==> src/rtl/framebuffer_read_arbiter.sv <==
// framebuffer_read_arbiter
// Shares the framebuffer RAM read port between the display pixel fetch and a
// secondary readback requester. The display always wins and is never delayed;
// the secondary path gets a one-deep request/response handshake that only uses
// cycles in which the display leaves the port idle.
module framebuffer_read_arbiter #(
  parameter int ADDR_WIDTH = 11,
  parameter int DATA_WIDTH = 16,
  parameter int MAX_WAIT   = 64,
  parameter int WAIT_WIDTH = 8
) (
  input  logic                  clk_in,
  input  logic                  reset,
  input  logic                  disp_enable,
  input  logic [ADDR_WIDTH-1:0] disp_address,
  input  logic                  rd_req,
  input  logic [ADDR_WIDTH-1:0] rd_address,
  output logic                  rd_ready,
  output logic                  rd_valid,
  output logic [DATA_WIDTH-1:0] rd_data,
  output logic [ADDR_WIDTH-1:0] ram_address,
  output logic                  ram_clk_enable,
  input  logic [DATA_WIDTH-1:0] ram_data_in,
  output logic                  starved
);

  typedef enum logic [1:0] {
    IDLE,
    PENDING,
    ISSUED
  } state_t;

  localparam logic [WAIT_WIDTH-1:0] WAIT_LIMIT = WAIT_WIDTH'(MAX_WAIT);
  localparam logic [WAIT_WIDTH-1:0] WAIT_LAST  = WAIT_WIDTH'(MAX_WAIT - 1);
  localparam logic [WAIT_WIDTH-1:0] WAIT_ONE   = WAIT_WIDTH'(1);

  state_t                state;
  logic [ADDR_WIDTH-1:0] pend_addr;
  logic [WAIT_WIDTH-1:0] wait_cnt;
  logic                  issue_now;

  // The secondary read takes the port only when it is waiting and the display
  // is idle; reset forces pass-through regardless of the current state.
  assign issue_now = !reset && (state == PENDING) && !disp_enable;

  assign rd_ready = (state == IDLE);

  // RAM port mux: pass-through to the display unless a pending read is issued.
  always_comb begin
    // NOTE: every output gets a default first so no path leaves it unassigned,
    // which would otherwise infer a latch.
    ram_address    = disp_address;
    ram_clk_enable = disp_enable;
    if (issue_now) begin
      ram_address    = pend_addr;
      ram_clk_enable = 1'b1;
    end
  end

  // Request FSM with registered handshake outputs and the starvation monitor.
  always_ff @(posedge clk_in) begin
    // NOTE: non-blocking assignments so every register samples pre-edge values
    // and the block models flops rather than a chain of combinational updates.
    if (reset) begin
      state     <= IDLE;
      pend_addr <= '0;
      wait_cnt  <= '0;
      rd_valid  <= 1'b0;
      rd_data   <= '0;
      starved   <= 1'b0;
    end else begin
      rd_valid <= 1'b0;
      unique case (state)
        IDLE: begin
          // Accept only; issuing waits until at least the next cycle.
          if (rd_req) begin
            pend_addr <= rd_address;
            wait_cnt  <= '0;
            state     <= PENDING;
          end
        end
        PENDING: begin
          if (disp_enable) begin
            // Display owns the port: count the lost cycle, saturating.
            if (wait_cnt != WAIT_LIMIT) begin
              wait_cnt <= wait_cnt + WAIT_ONE;
            end
            // Sticky: set on the edge where the count reaches the limit.
            if (wait_cnt >= WAIT_LAST) begin
              starved <= 1'b1;
            end
          end else begin
            state <= ISSUED;
          end
        end
        ISSUED: begin
          // RAM data now reflects the address enabled on the previous edge,
          // so display use of the port in this cycle cannot corrupt it.
          rd_data  <= ram_data_in;
          rd_valid <= 1'b1;
          state    <= IDLE;
        end
        default: state <= IDLE;
      endcase
    end
  end

endmodule

==> config.mk <==
export PLATFORM = sky130hd
export DESIGN_NAME = framebuffer_read_arbiter
export DESIGN_NICKNAME = d
export VERILOG_FILES = /design/src/rtl/framebuffer_read_arbiter.sv
export SDC_FILE = /design/constraint.sdc
export NUM_CORES = 1
export LEC_CHECK = 0
export CAP_MARGIN = 20
export CORE_ASPECT_RATIO = 0.5
export CORE_MARGIN = 2
export CORE_UTILIZATION = 27
export CTS_BUF_LIST = sky130_fd_sc_hd__clkbuf_4 sky130_fd_sc_hd__clkbuf_8
export DETAILED_ROUTE_END_ITERATION = 8
export GPL_TIMING_DRIVEN = 0
export PLACE_DENSITY = 0.51
export SLEW_MARGIN = 20
export SYNTH_ARGS = -nofsm -noshare
export SYNTH_HDL_FRONTEND = slang
export SYNTH_SLANG_ARGS = --single-unit
==> constraint.sdc <==
create_clock -name clk_in -period 2.3 [get_ports clk_in]
set_clock_uncertainty 0.2 [all_clocks]
set_input_delay 0.345 -clock clk_in [delete_from_list [all_inputs] [get_ports clk_in]]
set_output_delay 0.345 -clock clk_in [all_outputs]
set_load 0.1 [all_outputs]
# Yosys cells after proc, flatten, opt, wreduce, memory -nomap -nowiden
# Cells that the tools add are included.
# word_totals
ff_bits	39
input_bits	42
output_inout_bits	31
# classes
n_addsub	1
magnitude_cmp	1
n_eq_ne	7
mux	10
n_reduce_logical	10
# ops
cell	n
$mux 8	3
$pmux 8 s2	1
$mux 11	1
$add 8x1->8 const B	1
$ge 8x6->1 const B	1
$ne 8x7->1 const B	1
$ne 2x2->1 const B	3
$mux 2	2
$pmux 2 s2	1
$reduce_and 2->1	2
$reduce_and 4->1	1
$reduce_and 3->1	1
$eq 2x1->1 const B	1
$eq 2x2->1 const B	1
$logic_and 1x1->1	2
$logic_not 1->1	2
$logic_not 2->1	1
$mux 1	2
$ne 2x1->1 const B	1
$reduce_bool 2->1	1

# Longest topological paths before layout
# depth
word_depth	4
ltp_mapped	6
ltp_nobuf	6

# Least setup slack after synthesis
# No wires, ideal clock.
# synth_timing
path_kind	register to output
startpoint	register state[1]
endpoint	output port ram_clk_enable
t_arrival_ns	2.707
required_time_ns	1.755
slack_ns	-0.952
stages_incl_launch_ff	4
path_buffers	1
cell_sequence	dfxtp_1 > nand2b_1 > buf_6 > o21ai_0
# synth_between
elab_chain_cells	4
# synth_rtl
element	line_no	text
from (decl)	37	state_t state;
from (signal assigned)	65	state <= IDLE;
from (signal assigned)	79	state <= PENDING;
from (signal assigned)	93	state <= ISSUED;
$eq 2x1->1	44	assign issue_now = !reset && (state == PENDING) && !disp_enable;
$logic_and 1x1->1 (2 in a row)	44	
$mux 1	54	if (issue_now) begin
to (decl)	22	output logic ram_clk_enable,
# No other way between the ends.

# Worst setup path in the final report
# layout_timing
startpoint	register state[1]
endpoint	output port rd_ready
# layout_between
elab_chain_cells	1
# layout_rtl
element	line_no	text
$logic_not 2->1	46	assign rd_ready = (state == IDLE);
to (decl)	18	output logic rd_ready,
# No other way between the ends.

==> results by group <==
Status
  • Status: finished, final reports clean

Setup path
  • Worst Path Buf+Inv: 2
  • Critical Path Start Type: flip-flop
  • CP cell instances: buf_4 > nor2_2 > clkdlybuf4s15_1
  • Crit path kind: flip-flop to output port
  • Critical Path RT: 1750 ps
  • Slowest CP cell: clkdlybuf4s15_1
  • Worst Path Arrival: around 1700 ps
  • Crit-path max cell delay: 830 ps
  • Element type at the critical path end: output port
  • CP max FO: 5
  • Critical path's top delay family: buffers and inverters

Logic synthesis
  • Top FF cell, synth: dfxtp_1
  • Syn Nets: 248
  • Netlist Area Pre-Place: 0.00169 mm²
  • Cell taking the most area after synthesis: dfxtp_1
  • Count leader, synth: nand2_1
  • Synth Warn #: 0
  • Synth area leaders: dfxtp_1 46%, nand2_1 13%, a21oi_1 8.6%, mux2_2 7.3%, clkbuf_1 2.2%
  • Mapped Avg Cell Area: 8.27 µm²
  • Post-synth top area share: 46.3%
  • Post-synth EDFFs: 0
  • Post-synthesis register bit count: 39
  • Number of library cell types mapped by synthesis: 34
  • Synth top cells by count: 60 x nand2_1, 39 x dfxtp_1, 29 x a21oi_1, 11 x mux2_2, 10 x clkbuf_1
  • Post-synthesis sequential area ratio: 46.3%
  • Synthesized netlist cell count: 204
  • FFs w/ async S/R, synth: 0%

Drt
  • Total Routed Length: 4.82 mm
  • DRT iter0 DRCs: 88
  • DR WL/cell: about 13 µm
  • Final ANT Viol Nets: 0
  • DRC violations left: 0
  • Vias per inst: 4.51
  • Vias post-DR: 1700
  • Drt pass-1 iters: 4

Run
  • Maxcap violations: 0

Place
  • # port buffers: 72
  • Post-placement cell area: approximately 0.0025 mm²
  • DP Worst Slack: -1070 ps
  • Dpl cells: 364
  • Final HPWL DP: approximately 3.4 mm
  • Routability cong.: 0.797

GRT
  • Routing usage on met1: 17.7%
  • Vias in the first global route: 1542
  • Busiest layer in global routing: met2
  • Met3 Track Usage GR: 3.65%
  • All-Layer GR Usage: 14.1%
  • Initial antenna violation count: 0
  • Grt ovf: 0
  • First-pass GRT wire length: around 7.6 mm
  • Global Route met2 Usage: ~25%
  • Largest net degree at the start of global routing: 13

STA
  • Final count of hold timing violations: 0
  • Setup ws final: 58.5 ps
  • Fin. max-slew vios: 0
  • Worst Tran Pin Value: 983 ps
  • Fmax: about 450 MHz
  • Final setup vio count: 0
  • Final period util: between 90% and 100%
  • Minimum clock period: 2240 ps
  • Unrepaired setup endpoints after global routing: no
  • Normalized max-slew margin: around a third

Clock network
  • CTS Buf Count: 5
  • Clk root buf: clkbuf_8
  • Clock-pin slew on the worst setup and hold paths: 80 ps
  • CTS Buffer Depth: 2
  • Skew-Pair Late Insertion Delay: 290 ps
  • Cts hold-fix bufs: 0
  • H-Tree Depth: 2
  • CTS tree: done
  • Clk sinks: 39

Power and ir drop
  • Psw: 0.524 mW
  • Sw Share: about a third
  • Cell Pwr Density: 593 mW/mm²
  • Overall power: 1.67 mW
  • Gate power share: approximately 26%
  • Clock Power Share: 31.2%
  • P_int: 1.14 mW
  • Flop pwr share: 42.9%
  • Lkg Pwr: roughly 1.1 nW
  • Worst vdd ir: between 0.2 and 0.25 mV

Final layout
  • Fraction of layout cells with a size suffix above 1: around 16%
  • # nets final: 332
  • Post-route cell area: approximately 0.0028 mm²
  • Fill cell count: 624
  • Area growth syn-to-layout: 66.3%
  • Antenna fix cells: 0
  • Fin cells: 377

Floorplanning
  • Die area: 0.00694 mm²
  • Std-Cell Rows: 20
  • Initial core utilization: 27.9%
  • Core box area: between 0.006 and 0.007 mm²
  • Die height: 59.9 µm
  • Ports: 73
  • Die X: 116 µm

Hold path
  • Min-delay worst type: flip-flop to flip-flop
## worst min-delay path, stage by stage (launching register included)
cell	delay, ps
dfxtp_1	310
inv_1	50
a21oi_1	50
## timing repair
| action | 4_1_cts | 5_1_grt |
|---|---|---|
| buffers inserted | 6 | 0 |
| setup endpoints to repair | 30 | 14 |
| resized for setup | 136 | 6 |
| pin swaps | 1 | 1 |
| hold endpoints to repair | 0 | 0 |
## cell families (layout without fill, tap and decap cells)
kind of cell	Yosys count	after routing	synth area share, %
compound gates	50	50	18.8
mux	12	12	7.93
flops	39	39	46.3
fa+ha+maj	2	2	1.48
simple gates	81	81	20.5
buf+inv	20	105	5.12
## routing by layer
layer  vias to the layer above  wire length, µm  share of wire [%]
met2                        22             2390                 50
met3                         4              146                3.0
met5                         -                0                  0
met1                       811             2250                 47
met4                         0               33               0.68
li1                        863                -                  -
## placed cells by master, fill, tap and decap left out, types with 3 or more instances in the layout
master / n
nand2_1: 60
clkdlybuf4s50_1: 39
dfxtp_1: 37
a21oi_1: 29
dlygate4sd2_1: 18
buf_12: 10
mux2_4: 9
clkbuf_1: 9
inv_1: 8
clkbuf_8: 7
nor2_1: 5
buf_6: 4
nand2b_1: 4
buf_4: 4
nand3_1: 3
a211o_1: 3
a22oi_1: 3
o32ai_1: 3
## path summary, 6_finish.rpt
path	start	end	slack [ps]	cells past startpoint
hold reg to reg	starved$_SDFFE_PP0P_	starved$_SDFFE_PP0P_	250	2
hold / removal	starved$_SDFFE_PP0P_	starved$_SDFFE_PP0P_	250	2
setup / recovery	state[1]$_SDFFE_PP0P_	rd_ready	60	3
setup reg to reg	wait_cnt[0]$_SDFFE_PP0P_	wait_cnt[7]$_SDFFE_PP0P_	290	6
## area by class of cell
cell class / instances / area, µm² / area share [%]
buffer: 11 / 50.0 / 1.78
clock inverter: 1 / 7.51 / 0.267
multi-input combinational: 145 / 876 / 31.2
sequential: 39 / 786 / 28.0
tap: 88 / 110 / 3.92
timing repair buffer: 78 / 852 / 30.3
inverter: 8 / 30.0 / 1.07
clock buffer: 7 / 96.3 / 3.43
## stage by stage
step | setup TNS [ps] | hold slack, ps | utilization, %
after detailed placement | -11990 | 245 | 41.6
after global placement | -12450 | 242 | 41.6
after global routing | 0 | 272 | 46.4
final | 0 | 247 | 46.4
after floorplan | -203 | 233 | -
after CTS | -412 | 255 | 46.2
## state kept, by name (all words and copies together) (netlist names)
signal	flops
rd_data	16
wait_cnt	8
pend_addr	11
rd_valid	1
starved	1
state	2
## power by group through the flow
stage	Combinational [mW]	Sequential, mW	Clock (mW)
after floorplan	0.213	0.768	0
after global placement	0.387	0.730	0
after detailed placement	0.389	0.730	0
after CTS	0.431	0.715	0.539
after global routing	0.450	0.719	0.570
final	0.430	0.715	0.520
Note: power is estimated with default switching activity, not from simulation.
